===== config.mk =====
export PLATFORM = sky130hd
export DESIGN_NAME = apb_cdc_dst_port
export DESIGN_NICKNAME = d
export VERILOG_FILES = /design/src/rtl/apb_cdc_pkg.sv /design/src/rtl/cdc_toggle_sync.sv /design/src/rtl/apb_cdc_dst_port.sv
export SDC_FILE = /design/constraint.sdc
export NUM_CORES = 1
export LEC_CHECK = 0
export CORE_MARGIN = 10
export CORE_UTILIZATION = 35
export DETAILED_ROUTE_END_ITERATION = 8
export PLACE_DENSITY = 0.7
export RECOVER_POWER = 25
export SLEW_MARGIN = 20
export SYNTH_ARGS = -nofsm -noshare
export SYNTH_HDL_FRONTEND = slang
export SYNTH_SLANG_ARGS = --single-unit

===== constraint.sdc =====
create_clock -name b_pclk -period 3.8 [get_ports b_pclk]
set_input_delay 0.38 -clock b_pclk [delete_from_list [all_inputs] [get_ports b_pclk]]
set_output_delay 0.38 -clock b_pclk [all_outputs]
set_load 0.03 [all_outputs]

===== src/rtl/apb_cdc_pkg.sv =====
// Shared types and default widths for both halves of the APB asynchronous bridge.
package apb_cdc_pkg;

  typedef enum logic [1:0] {
    IDLE   = 2'd0,
    SETUP  = 2'd1,
    ACCESS = 2'd2
  } apb_dst_state_e;

  localparam int APB_ADDR_WD = 32;
  localparam int APB_DATA_WD = 32;
  localparam int APB_PROT_WD = 3;

endpackage


===== src/rtl/cdc_toggle_sync.sv =====
// Multi-stage synchroniser for a toggle-encoded handshake line; emits the
// synchronised level and a registered one-cycle pulse per toggle.
module cdc_toggle_sync #(
  parameter int STAGES = 2
) (
  input  logic clk_i,
  input  logic rst_ni,
  input  logic async_i,
  output logic level_o,
  output logic edge_o
);

  logic [STAGES-1:0] sync_q;
  logic              hist_q;
  logic              edge_q;

  genvar gi;
  generate
    for (gi = 0; gi < STAGES; gi++) begin : g_stage
      if (gi == 0) begin : g_first
        always_ff @(posedge clk_i or negedge rst_ni) begin
          if (!rst_ni) sync_q[gi] <= 1'b0;
          else         sync_q[gi] <= async_i;
        end
      end else begin : g_next
        always_ff @(posedge clk_i or negedge rst_ni) begin
          if (!rst_ni) sync_q[gi] <= 1'b0;
          else         sync_q[gi] <= sync_q[gi-1];
        end
      end
    end
  endgenerate

  // The pulse is registered so downstream logic never sees a decode glitch.
  always_ff @(posedge clk_i or negedge rst_ni) begin
    if (!rst_ni) begin
      hist_q <= 1'b0;
      edge_q <= 1'b0;
    end else begin
      hist_q <= sync_q[STAGES-1];
      edge_q <= sync_q[STAGES-1] ^ hist_q;
    end
  end

  assign level_o = sync_q[STAGES-1];
  assign edge_o  = edge_q;

endmodule


===== src/rtl/apb_cdc_dst_port.sv =====
// Destination-side engine of the APB async bridge: turns a synchronised request
// toggle into an APB transfer and answers with a response toggle plus status.
module apb_cdc_dst_port
  import apb_cdc_pkg::*;
#(
  parameter int ADDR_WD     = APB_ADDR_WD,
  parameter int DATA_WD     = APB_DATA_WD,
  parameter int STRB_WD     = DATA_WD / 8,
  parameter int PROT_WD     = APB_PROT_WD,
  parameter int SYNC_STAGES = 2,
  parameter int TIMEOUT_CYC = 256
) (
  input  logic               b_pclk,
  input  logic               b_prst_n,
  output logic               b_psel,
  output logic               b_penable,
  output logic               b_pwrite,
  output logic [ADDR_WD-1:0] b_paddr,
  output logic [DATA_WD-1:0] b_pwdata,
  output logic [PROT_WD-1:0] b_pprot,
  output logic [STRB_WD-1:0] b_pstrb,
  input  logic [DATA_WD-1:0] b_prdata,
  input  logic               b_pready,
  input  logic               b_pslverr,
  input  logic               a_apb_req,
  input  logic               write,
  input  logic [ADDR_WD-1:0] addr,
  input  logic [DATA_WD-1:0] wdata,
  input  logic [PROT_WD-1:0] prot,
  input  logic [STRB_WD-1:0] strb,
  output logic               b_ready_req,
  output logic [DATA_WD-1:0] rdata,
  output logic               slverr,
  output logic               timeout,
  output logic               busy
);

  localparam int WCNT_WD = (TIMEOUT_CYC > 0) ? $clog2(TIMEOUT_CYC + 1) : 1;
  localparam logic [WCNT_WD-1:0] WCNT_LAST = WCNT_WD'((TIMEOUT_CYC > 0) ? TIMEOUT_CYC - 1 : 0);
  localparam logic [WCNT_WD-1:0] WCNT_MAX  = {WCNT_WD{1'b1}};

  apb_dst_state_e     state_q, state_d;
  logic               pending_q, pending_d;
  logic [WCNT_WD-1:0] wcnt_q;
  logic               pwrite_q;
  logic [ADDR_WD-1:0] paddr_q;
  logic [DATA_WD-1:0] pwdata_q;
  logic [PROT_WD-1:0] pprot_q;
  logic [STRB_WD-1:0] pstrb_q;
  logic               ready_req_q;
  logic [DATA_WD-1:0] rdata_q;
  logic               slverr_q;
  logic               timeout_q;

  logic req_edge;
  logic req_level_unused;
  logic latch;
  logic done;
  logic abort;
  logic wdog_expire;

  cdc_toggle_sync #(
    .STAGES (SYNC_STAGES)
  ) u_req_sync (
    .clk_i   (b_pclk),
    .rst_ni  (b_prst_n),
    .async_i (a_apb_req),
    .level_o (req_level_unused),
    .edge_o  (req_edge)
  );

  assign wdog_expire = (TIMEOUT_CYC != 0) && (wcnt_q == WCNT_LAST) && !b_pready;

  always_ff @(posedge b_pclk or negedge b_prst_n) begin
    if (!b_prst_n) begin
      state_q   <= IDLE;
      pending_q <= 1'b0;
    end else begin
      state_q   <= state_d;
      pending_q <= pending_d;
    end
  end

  // Early edges outside IDLE are remembered once; further ones are absorbed.
  always_comb begin
    state_d   = state_q;
    pending_d = pending_q;
    latch     = 1'b0;
    done      = 1'b0;
    abort     = 1'b0;
    case (state_q)
      IDLE: begin
        if (req_edge || pending_q) begin
          state_d   = SETUP;
          pending_d = 1'b0;
          latch     = 1'b1;
        end
      end
      SETUP: begin
        state_d = ACCESS;
        if (req_edge) pending_d = 1'b1;
      end
      ACCESS: begin
        if (req_edge) pending_d = 1'b1;
        if (b_pready) begin
          done    = 1'b1;
          state_d = IDLE;
        end else if (wdog_expire) begin
          abort   = 1'b1;
          state_d = IDLE;
        end
      end
      default: state_d = IDLE;
    endcase
  end

  always_ff @(posedge b_pclk or negedge b_prst_n) begin
    if (!b_prst_n) begin
      wcnt_q      <= '0;
      pwrite_q    <= 1'b0;
      paddr_q     <= '0;
      pwdata_q    <= '0;
      pprot_q     <= '0;
      pstrb_q     <= '0;
      ready_req_q <= 1'b0;
      rdata_q     <= '0;
      slverr_q    <= 1'b0;
      timeout_q   <= 1'b0;
    end else begin
      if (latch) begin
        pwrite_q <= write;
        paddr_q  <= addr;
        pwdata_q <= wdata;
        pprot_q  <= prot;
        pstrb_q  <= strb;
      end
      if (state_q == SETUP) begin
        wcnt_q <= '0;
      end else if (state_q == ACCESS && !b_pready && wcnt_q != WCNT_MAX) begin
        wcnt_q <= wcnt_q + 1'b1;
      end
      if (done) begin
        slverr_q    <= b_pslverr;
        timeout_q   <= 1'b0;
        ready_req_q <= ~ready_req_q;
        if (!pwrite_q) rdata_q <= b_prdata;
      end else if (abort) begin
        slverr_q    <= 1'b1;
        timeout_q   <= 1'b1;
        ready_req_q <= ~ready_req_q;
        if (!pwrite_q) rdata_q <= '0;
      end
    end
  end

  assign b_psel      = (state_q != IDLE);
  assign b_penable   = (state_q == ACCESS);
  assign b_pwrite    = pwrite_q;
  assign b_paddr     = paddr_q;
  assign b_pwdata    = pwdata_q;
  assign b_pprot     = pprot_q;
  assign b_pstrb     = pstrb_q;
  assign b_ready_req = ready_req_q;
  assign rdata       = rdata_q;
  assign slverr      = slverr_q;
  assign timeout     = timeout_q;
  assign busy        = (state_q != IDLE);

endmodule


# Word-level counts from Yosys, hierarchy flattened
# Cells that the tools add are included.
# W data, S select, Z words.
totals:
  out_inout_bits: 110
  register_bits: 123
classes:
  bitwise: 2
  n_mux: 25
  add_sub_neg: 1
  n_reduce_logical: 14
  eq_ne: 9
ops:
  columns: ["cell", "count"]
  rows:
  - ["$mux W32", 4]
  - ["$mux W9", 2]
  - ["$mux W1", 14]
  - ["$add A9 B1 Y9 const B", 1]
  - ["$eq A9 B8 Y1 const B", 1]
  - ["$ne A9 B9 Y1 const B", 1]
  - ["$reduce_bool A2 Y1", 4]
  - ["$mux W2", 3]
  - ["$ne A2 B2 Y1 const B", 3]
  - ["$pmux W2 S3", 1]
  - ["$reduce_and A3 Y1", 2]
  - ["$logic_and A1 B1 Y1", 3]
  - ["$ne A3 B1 Y1 const B", 1]
  - ["$eq A2 B1 Y1 const B", 1]
  - ["$eq A2 B2 Y1 const B", 1]
  - ["$logic_not A2 Y1", 1]
  - ["$ne A2 B1 Y1 const B", 1]
  - ["$pmux W1 S2", 1]
  - ["$reduce_and A2 Y1", 1]
  - ["$reduce_or A2 Y1", 1]
  - ["$logic_not A1 Y1", 1]
  - ["$logic_or A1 B1 Y1", 1]
  - ["$not A1 Y1", 1]
  - ["$xor A1 B1 Y1", 1]

# Logic depth before layout (Yosys ltp)
# Gate-level depths: netlist of the first run.
logic_depth:
  word_depth: 7
  depth_mapped: 9
  mapped_depth_nobuf: 7

# By module
# From an unflattened synthesis of the first run, not the netlist that was laid out.
unflattened:
  hier_cells: 310
  hier_area_um2: 4662.0
modules_own_cells:
  columns: ["module", "cells_per_inst", "seq_area_each_um2", "area_per_inst_um2", "n_inst"]
  rows:
  - ["apb_cdc_dst_port", 305, 2977.9, 4553.1, 1]
  - ["cdc_toggle_sync", 5, 100.1, 108.9, 1]

# Worst setup path after synthesis of the first run
# No wires, ideal clock.
synth_timing:
  path_kind: "register to register"
  from: "register wcnt_q[0]"
  to: "register rdata_q[10] (netlist: rdata[10])"
  stages_incl_launch_ff: 10
  setup_slack_ps: 1655
  setup_ps: 121
  synth_period_minus_slack_ps: 2145
  required_ps: 3679
  arrival_ps: 2024
  path_cell_list: "dfrtp_1 ha_1 nand2_1 nor3_1 ha_1 o21ai_0 or2_2 clkbuf_1 buf_2 a22o_1"
synth_via:
  elab_chain_len: 7
  word_cells_on_any_way: 8
  cone_classes: "2 x eq/ne; 3 x mux; 3 x reduce/logical"
synth_rtl:
  columns: ["item", "line_no", "rtl"]
  rows:
  - ["start: declaration", "apb_cdc_dst_port.sv:44", "logic [WCNT_WD-1:0] wcnt_q;"]
  - ["start signal: assignment", "apb_cdc_dst_port.sv:140", "wcnt_q <= wcnt_q + 1'b1;"]
  - ["$eq A9 B8 Y1 (*)", "apb_cdc_dst_port.sv:72", "assign wdog_expire = (TIMEOUT_CYC != 0) && (wcnt_q == WCNT_LAST) && !b_pready;"]
  - ["$logic_and A1 B1 Y1 (*)", "apb_cdc_dst_port.sv:72", null]
  - ["$mux W1 (*)", "apb_cdc_dst_port.sv:108", "end else if (wdog_expire) begin"]
  - ["$mux W1 (*)", "apb_cdc_dst_port.sv:105", "if (b_pready) begin"]
  - ["$mux W1 (*)", "apb_cdc_dst_port.sv:91", "case (state_q)"]
  - ["$ne A2 B2 Y1 (no source line) / $reduce_bool A2 Y1 (equally long branches)", null, null]
  - ["$reduce_and A3 Y1 (no source line) (*)", null, null]
  - ["end signal: assignment", "apb_cdc_dst_port.sv:146", "if (!pwrite_q) rdata_q <= b_prdata;"]
  - ["end: declaration", "apb_cdc_dst_port.sv:51", "logic [DATA_WD-1:0] rdata_q;"]
# Every way passes the cells marked *; elsewhere a longest branch is shown, timed or not.
# A chain may end at the register's enable or synchronous reset.

==> flow_summary.ini, run 1 <==
[sta]
fin_ws_ps = 1200
rsz0062_at_grt = false
fin_crit_ps = 2600
slew-limit-headroom_pct = -92.2
tightest_slew_ps = 2880
holdWs_ps = 361
hold_viol = 0
fmax_ghz = 0.385
min_period_over_period_pct = 68.4
clock_skew_ps = 4.78
tns_ps = 0
slew_violations = 56
setup_viol = 0

[finish]
regArea_sq_mm = 0.00308
diodes = 0
fill_cells = 1098
area_growth_pct = 64.1
multi_input_area_sq_mm = 0.00149
layout.nets = 649
final_cells = 722
drive_gt1_share_pct = 20.1

[grt]
grt_pass1_vias = 3771
grt_max_degree = 62
antenna_found_initial = 0
grt_pass1_wl_um = 21600
track_usage_pct = 15.4
overflow = 0

[logic_synthesis]
synth_area_sq_mm = 0.00466
syn_nets = 425
synth-edff-count = 0
ys_ff_latch = 123
netlist_instances = 310
synth_seq_area_share_pct = 66.0
yosys-top-cells-count = dfrtp_1 (123), mux2_2 (73), a22o_1 (32)
yosys.area.top_type = dfrtp_1
ys_warn_count = 0
async_reset_ff_share_pct = 100
post-synth-top-count-cell = dfrtp_1
synth_ff_type = dfrtp_1
synth.distinct_cells = 28
synth_top_area_share_pct = 66.0
syn_avg_cell_area_sq_um = 15.0
synth_area_leaders = dfrtp_1 (66%), mux2_2 (18%), a22o_1 (6.0%)

[pwr]
power.leakage_nw = 3.20
p_total_mw = 7.66
ir_drop_v = 0.000490
powerDensity_mw_per_mm2 = 1000

[detailed_routing]
vias_per_cell = 4.78
first_pass_iters = 4
drtAntennaViolNets = 0
wl_um = 13800
vias = 3451
post_drt_wl_per_cell_um = 19.0
route.detailed.drc = 0
drt_iter0_drc = 111

[worst_setup_path]
crit_required_ps = 4330
slowest_delay_ps = 2000
startpoint_type = input pin
cp_top_family = buffers and inverters
path_buf_inv = 2
cp-end-kind = async pin
cpMaxStageDelayCell = clkbuf_1
cp.arrival_ps = 3130
path_max_fanout = 55
crit_type = input pin to async pin
crit_chain = clkbuf_1, buf_4

[place]
portBuffers = 218
post-place-ws_ps = 1420
place_inst = 691
gp_congestion = 0.757
dp_hpwl_um = 10200

[cts]
clock-sinks = 123
holdBufCountCts = 0
ctsLongestPathBuffers = 2
cts_setup_buffers = 0
clk-insertion-delay-late_ps = 410
cts_tree = yes
cts_root_buffer = clkbuf_16
htreeDepth = 4
cts_resized = 0
clk_pin_slew_worst_paths_ps = 50
cts_made_buffers = 17

[floorplanning]
die_h_um = 135
io_pins = 219
die-area_sq_mm = 0.0183
die_x_um = 135
coreArea_sq_mm = 0.0131
start_util_pct = 35.5
rows = 42

[status]
violations = max-capacitance violations, max-slew violations
status = finished, violations left

[worst_hold_path]
worstHoldPathType = flop to flop

[run]
max_cap_violations = 1
==> cells in the final DEF (no fill, tap or decap), types with 2 or more instances in the layout <==
master,netlist,layout
clkdlybuf4s50_1,0,216
dfrtp_1,123,123
mux2_2,73,73
a22o_1,32,32
clkbuf_16,0,17
a21oi_1,11,11
nand2_1,8,8
inv_1,6,6
ha_1,6,6
clkbuf_8,0,6
o21ai_0,5,5
nor2_1,5,4
nand3_1,3,3
o31ai_1,3,3
or4_1,3,3
or3_1,3,3
bufinv_16,0,3
clkbuf_1,4,3
buf_4,1,3
nor3b_1,2,2
xnor2_1,2,2
clkinv_2,0,2
==> stage by stage <==
step	util (%)	instance area [sq um]
after floorplan	-	4660
after global placement	53.5	7030
after detailed placement	53.5	7030
after CTS	58.3	7650
after global routing	58.2	7650
final	58.2	7650
==> worst paths after layout <==
check                      depth (start not counted)                           end                           start  slack (ps)
max in group b_pclk                                7          rdata[8]$_DFFE_PN0P_           wcnt_q[0]$_DFFE_PN0P_        1380
min in group asynchronous                          1         rdata[11]$_DFFE_PN0P_                        b_prst_n         900
min reg2reg                                        0  u_req_sync.level_o$_DFF_PN0_  u_req_sync.sync_q[0]$_DFF_PN0_         360
max reg2reg                                        7          rdata[8]$_DFFE_PN0P_           wcnt_q[0]$_DFFE_PN0P_        1380
min                                                0  u_req_sync.level_o$_DFF_PN0_  u_req_sync.sync_q[0]$_DFF_PN0_         360
max                                                2          rdata[3]$_DFFE_PN0P_                        b_prst_n        1200
==> registers in the layout (all words and copies together), names as in the netlist <==
name / count
b_paddr: 32
b_pwdata: 32
rdata: 32
wcnt_q: 9
b_pstrb: 4
b_pprot: 3
state_q: 2
b_pwrite: 1
b_ready_req: 1
pending_q: 1
slverr: 1
timeout: 1
u_req_sync.edge_o: 1
u_req_sync.hist_q: 1
u_req_sync.level_o: 1
u_req_sync.sync_q: 1
==> per-layer routing <==
layer / vias up / routed length [um] / track usage [%]
li1: 1560 / - / -
met1: 1704 / 5430 / 17.3
met2: 161 / 6490 / 23.7
met3: 26 / 1540 / 8.27
met4: 0 / 289 / 6.88
met5: - / 0 / 0
==> cells by family (layout without fill, tap and decap cells) <==
logic type	Yosys count	in the layout	share of synthesized area [%]
AND/OR/NAND/NOR	28	28	3.19
adder cells (fa/ha/maj)	6	6	1.61
AO/OA/AOI/OAI	54	54	8.62
buffers and inverters	23	259	2.36
XOR/XNOR	3	3	0.564
multiplexers	73	73	17.6
flip-flops	123	123	66.0
==> where the power goes <==
group / total (mW) / internal [mW] / switching, mW
sequential: 2.23 / 1.91 / 0.317
clock: 1.67 / 1.13 / 0.543
combinational: 3.76 / 1.75 / 2.01
==> layout make-up <==
| type | instances | area share, % |
|---|---|---|
| clock buffers | 25 | 6.74 |
| clock inverters | 6 | 1.41 |
| inverters | 6 | 0.294 |
| multi-input cells | 164 | 19.4 |
| flip-flops and latches | 123 | 40.2 |
| well taps | 176 | 2.88 |
| repair buffers | 222 | 29.0 |
(Power assumes the default switching activity.)
==> inputs of run 2 (changes only) <==
clock period = 2.5 ns   (was 3.8 ns; I/O delays follow)
==> flow_summary.ini, run 2 (synthesized netlist as in run 1, its figures left out) <==
[detailed_routing]
drtAntennaViolNets = 0
post_drt_wl_per_cell_um = 18.9
vias = 3479
vias_per_cell = 4.79
first_pass_iters = 6
wl_um = 13700
drt_iter0_drc = 120
route.detailed.drc = 0

[run]
max_cap_violations = 0

[worst_setup_path]
cpMaxStageDelayCell = or2_4
crit_chain = ha_1, nand2_1, nor3_1, ha_1, o21ai_0, or2_4, a22o_1
slowest_delay_ps = 420
crit_required_ps = 2800
startpoint_type = flop
worstReg2RegStart = wcnt_q[0]$_DFFE_PN0P_
cp-end-kind = flop
crit_type = flop to flop
r2r_end = rdata[10]$_DFFE_PN0P_
r2r_cells = 7
cp.arrival_ps = 2520
path_max_fanout = 32
cp_common_cell = ha_1
rrSetupSlack_ps = 280

[cts]
clock-sinks = 123
cts_root_buffer = clkbuf_16
clk-insertion-delay-late_ps = 410
cts_setup_buffers = 0
cts_tree = yes
htreeDepth = 4
clk_pin_slew_worst_paths_ps = 60
ctsLongestPathBuffers = 2
cts_made_buffers = 17

[worst_hold_path]
worstHoldEndpoint = u_req_sync.level_o$_DFF_PN0_
hp-start = u_req_sync.sync_q[0]$_DFF_PN0_
worstHoldPathType = flop to flop
hold_path_depth = 0

[place]
portBuffers = 218
place_inst = 692
dp_hpwl_um = 10400
gp_congestion = 0.770

[finish]
layout.nets = 651
drive_gt1_share_pct = 20.6
final_cells = 727
mostFrequentLayoutCells = clkdlybuf4s50_1 (216), dfrtp_1 (123), mux2_2 (73)
layout.cells.most_common = clkdlybuf4s50_1
area_growth_pct = 63.8

[floorplanning]
die-area_sq_mm = 0.0183
rows = 42
io_pins = 219
coreArea_sq_mm = 0.0131
die_x_um = 135
die_h_um = 135
start_util_pct = 35.5

[sta]
fmax_ghz = 0.450
tns_ps = 0
hold_viol = 0
setup_viol = 0
clock_skew_ps = 5.16
rsz0062_at_grt = false
fin_crit_ps = 2220
slew_violations = 0
min_period_over_period_pct = 88.9
slew-limit-headroom_pct = 28.3
tightest_slew_ps = 1080

[grt]
grt_pass1_vias = 3841
grt_pass1_wl_um = 21400
grt_max_degree = 46
overflow = 0
track_usage_pct = 15.0
antenna_found_initial = 2

[pwr]
ir_drop_v = 0.000802
power.leakage_nw = 3.19
powerDensity_mw_per_mm2 = 1500

[status]
status = complete, no violations
## run 2: cell count changes in the layout (fill, tap and decap cells not counted), sizes merged
cell,before,now
clkinvlp,1,2
clkinv,2,8
bufinv,3,1
dlygate4sd3,1,2
clkbuf,26,23
diode,0,2
## run 2: metal layers
metal  GRT usage (%)  share of wire [%]  vias to the layer above
li1                -                  -                     1573
met1            16.4                 39                     1729
met2            23.8                 47                      160
met3            8.98                 12                       17
met4            5.20                1.6                        0
met5               0                  0                        -
## run 2: area by class of cell
class | count | area, sq um
Fill cell | 1061 | 5500
Multi-Input combinational cell | 164 | 1490
Timing Repair Buffer | 224 | 2260
Clock buffer | 21 | 460
Sequential cell | 123 | 3080
Tap cell | 176 | 220
Inverter | 6 | 22.5
Antenna cell | 2 | 5.00
Clock inverter | 11 | 96.3
## run 2: worst max-delay path by stage
stage / cells past startpoint / endpoint / slack [ps] / startpoint
floorplan: 9 / rdata[10]$_DFFE_PN0P_ / 360 / wcnt_q[0]$_DFFE_PN0P_
global placement: 7 / rdata[10]$_DFFE_PN0P_ / 190 / wcnt_q[0]$_DFFE_PN0P_
detailed placement: 7 / rdata[10]$_DFFE_PN0P_ / 90 / wcnt_q[0]$_DFFE_PN0P_
CTS: 7 / rdata[7]$_DFFE_PN0P_ / 80 / wcnt_q[0]$_DFFE_PN0P_
global route: 7 / rdata[3]$_DFFE_PN0P_ / 110 / wcnt_q[0]$_DFFE_PN0P_
finish: 7 / rdata[10]$_DFFE_PN0P_ / 280 / wcnt_q[0]$_DFFE_PN0P_
## run 2: worst max-delay path: cells and delay by family, from the launching register on
family | cells | cell delay (ps)
and+or+nand+nor | 3 | 800
DFF | 1 | 390
AOI/OAI and AO/OA | 2 | 460
adders and majority gates | 2 | 450
## run 2: power by group
| group | switching, mW | internal [mW] | leakage [nW] | total (mW) |
|---|---|---|---|---|
| logic | 3.06 | 2.70 | 1.43 | 5.76 |
| clock network | 0.873 | 1.41 | 0.273 | 2.29 |
| registers | 0.483 | 2.91 | 1.48 | 3.39 |
| total | 4.42 | 7.02 | 3.19 | 11.4 |
## run 2: per-stage QoR
| stage | total power [mW] | utilization [%] | setup WS (ps) | hold slack [ps] | area [sq um] |
|---|---|---|---|---|---|
| final | 11.4 | 58.1 | 279 | 360 | 7630 |
| after global routing | 12.0 | 58.1 | 109 | 372 | 7630 |
| after CTS | 11.6 | 58.2 | 79.4 | 274 | 7640 |
| after detailed placement | 9.23 | 53.9 | 89.6 | 285 | 7080 |
| after global placement | 9.11 | 53.9 | 195 | 284 | 7080 |
| after floorplan | 6.70 | - | 355 | -45.6 | 4660 |
## run 2: timing repair
item	CTS	global route
gates resized for setup	0	1
hold endpoints to repair	40	0
endpoints found under the setup margin	0	32
hold buffers	1	0
==> inputs of run 3 (changes only) <==
MAX_ROUTING_LAYER = met4   (was default)
==> flow_summary.ini, run 3 (synthesized netlist as in run 1, its figures left out) <==
[floorplanning]
rows = 42
coreArea_sq_mm = 0.0131
die_x_um = 135
io_pins = 219
start_util_pct = 35.5
die-area_sq_mm = 0.0183
die_h_um = 135

[cts]
cts_root_buffer = clkbuf_16
cts_tree = yes
htreeDepth = 4
clock-sinks = 123
clk-insertion-delay-late_ps = 410
clk_pin_slew_worst_paths_ps = 50
cts_made_buffers = 17
ctsLongestPathBuffers = 2

[worst_setup_path]
crit_chain = ha_1, nand2_1, nor3_1, ha_1, o21ai_0, or2_4, a22o_1
crit_required_ps = 2790
path_max_fanout = 32
cpMaxStageDelayCell = or2_4
slowest_delay_ps = 420
r2r_cells = 7
crit_start = wcnt_q[0]$_DFFE_PN0P_
crit_type = flop to flop
cp_common_cell = ha_1
startpoint_type = flop
r2r_end = rdata[3]$_DFFE_PN0P_
cp-end-kind = flop
rrSetupSlack_ps = 270
worstSetupPathDepth = 7
cp.arrival_ps = 2520
worstReg2RegStart = wcnt_q[0]$_DFFE_PN0P_
cp_top_family = simple AND/OR/NAND/NOR gates
path_buf_inv = 0
cp-endpoint = rdata[3]$_DFFE_PN0P_

[pwr]
powerDensity_mw_per_mm2 = 1500
ir_drop_v = 0.000806
p_total_mw = 11.4
power.leakage_nw = 3.19

[detailed_routing]
wl_um = 13700
post_drt_wl_per_cell_um = 18.8
vias = 3484
drt_iter0_drc = 150
drtAntennaViolNets = 0
first_pass_iters = 6
route.detailed.drc = 0
vias_per_cell = 4.79

[sta]
tightest_slew_ps = 1080
slew-limit-headroom_pct = 28.2
tns_ps = 0
slew_violations = 0
hold_viol = 0
fin_crit_ps = 2230
rsz0062_at_grt = false
setup_viol = 0
clock_skew_ps = 7.19
min_period_over_period_pct = 89.3
fmax_ghz = 0.448

[worst_hold_path]
worstHoldPathType = flop to flop
hp-start = u_req_sync.sync_q[0]$_DFF_PN0_

[finish]
area_growth_pct = 63.8
layout.nets = 651
fill_cells = 1062
layout.cells.most_common = clkdlybuf4s50_1
mostFrequentLayoutCells = clkdlybuf4s50_1 (216), dfrtp_1 (123), mux2_2 (73)
drive_gt1_share_pct = 20.6

[grt]
overflow = 0
grt_pass1_wl_um = 21200
antenna_found_initial = 2
grt_pass1_vias = 3874
grt_max_degree = 46
track_usage_pct = 15.4

[place]
gp_congestion = 0.781
dp_hpwl_um = 10400
portBuffers = 218

[run]
max_cap_violations = 0

[status]
status = complete, no violations
==> run 3: cell counts in the layout (fill, tap and decap cells not counted) <==
Identical to the previous run, type by type.
==> run 3: layout make-up <==
type	count	area [sq um]	share of cell area, %
clock inverters	11	96.3	1.26
inverters	6	22.5	0.295
diodes	2	5.00	0.0656
repair buffers	224	2260	29.6
clock buffers	21	460	6.03
multi-input cells	164	1490	19.5
flip-flops and latches	123	3080	40.3
well taps	176	220	2.88
==> run 3: worst reg2reg max path: cells and delay by family (launching register included) <==
kind                       cells  cell delay (ps)
and+or+nand+nor                3              800
DFF                            1              390
AOI/OAI and AO/OA              2              470
adders and majority gates      2              460
==> run 3: report_power, final <==
group	leakage (nW)	switching, mW	internal (mW)	total (mW)
clock network	0.273	0.867	1.41	2.28
logic	1.43	3.06	2.70	5.76
registers	1.48	0.484	2.91	3.39
==> run 3: through the flow <==
stage	worst slack (ps)	hold slack, ps	util, %	cells	cell area (sq um)
2_1_floorplan	355	-45.6	-	310	4660
3_3_place_gp	195	284	53.9	692	7080
3_5_place_dp	89.6	285	53.9	692	7080
4_1_cts	79.4	274	58.2	725	7640
5_1_grt	109	372	58.1	727	7630
6_report	269	360	58.1	727	7630
==> run 3: layer usage <==
layer	up-vias	share of wire (%)	track usage [%]	routed length (um)
met5	-	0	-	0
met4	0	1.4	5.20	188
met3	14	9.9	7.68	1350
met2	158	48	23.7	6520
met1	1734	41	17.1	5640
li1	1578	-	-	-
==> run 3: worst min-delay path by stage <==
stage                     slack (ps)  cells after the start                        endpoint
after floorplan                  -50                      0          b_paddr[0]$_DFFE_PN0P_
after global placement           280                      1           rdata[19]$_DFFE_PN0P_
after detailed placement         290                      1           rdata[19]$_DFFE_PN0P_
after CTS                        270                      1  u_req_sync.sync_q[0]$_DFF_PN0_
after global routing             370                      0    u_req_sync.level_o$_DFF_PN0_
final                            360                      0    u_req_sync.level_o$_DFF_PN0_
==> run 3: repair_timing <==
action / 4_1_cts / 5_1_grt
resized for setup: 0 / 1
setup endpoints to repair: 0 / 32
endpoints found under the hold margin: 40 / 0
hold buffers: 1 / 0
buffers inserted: 0 / 0
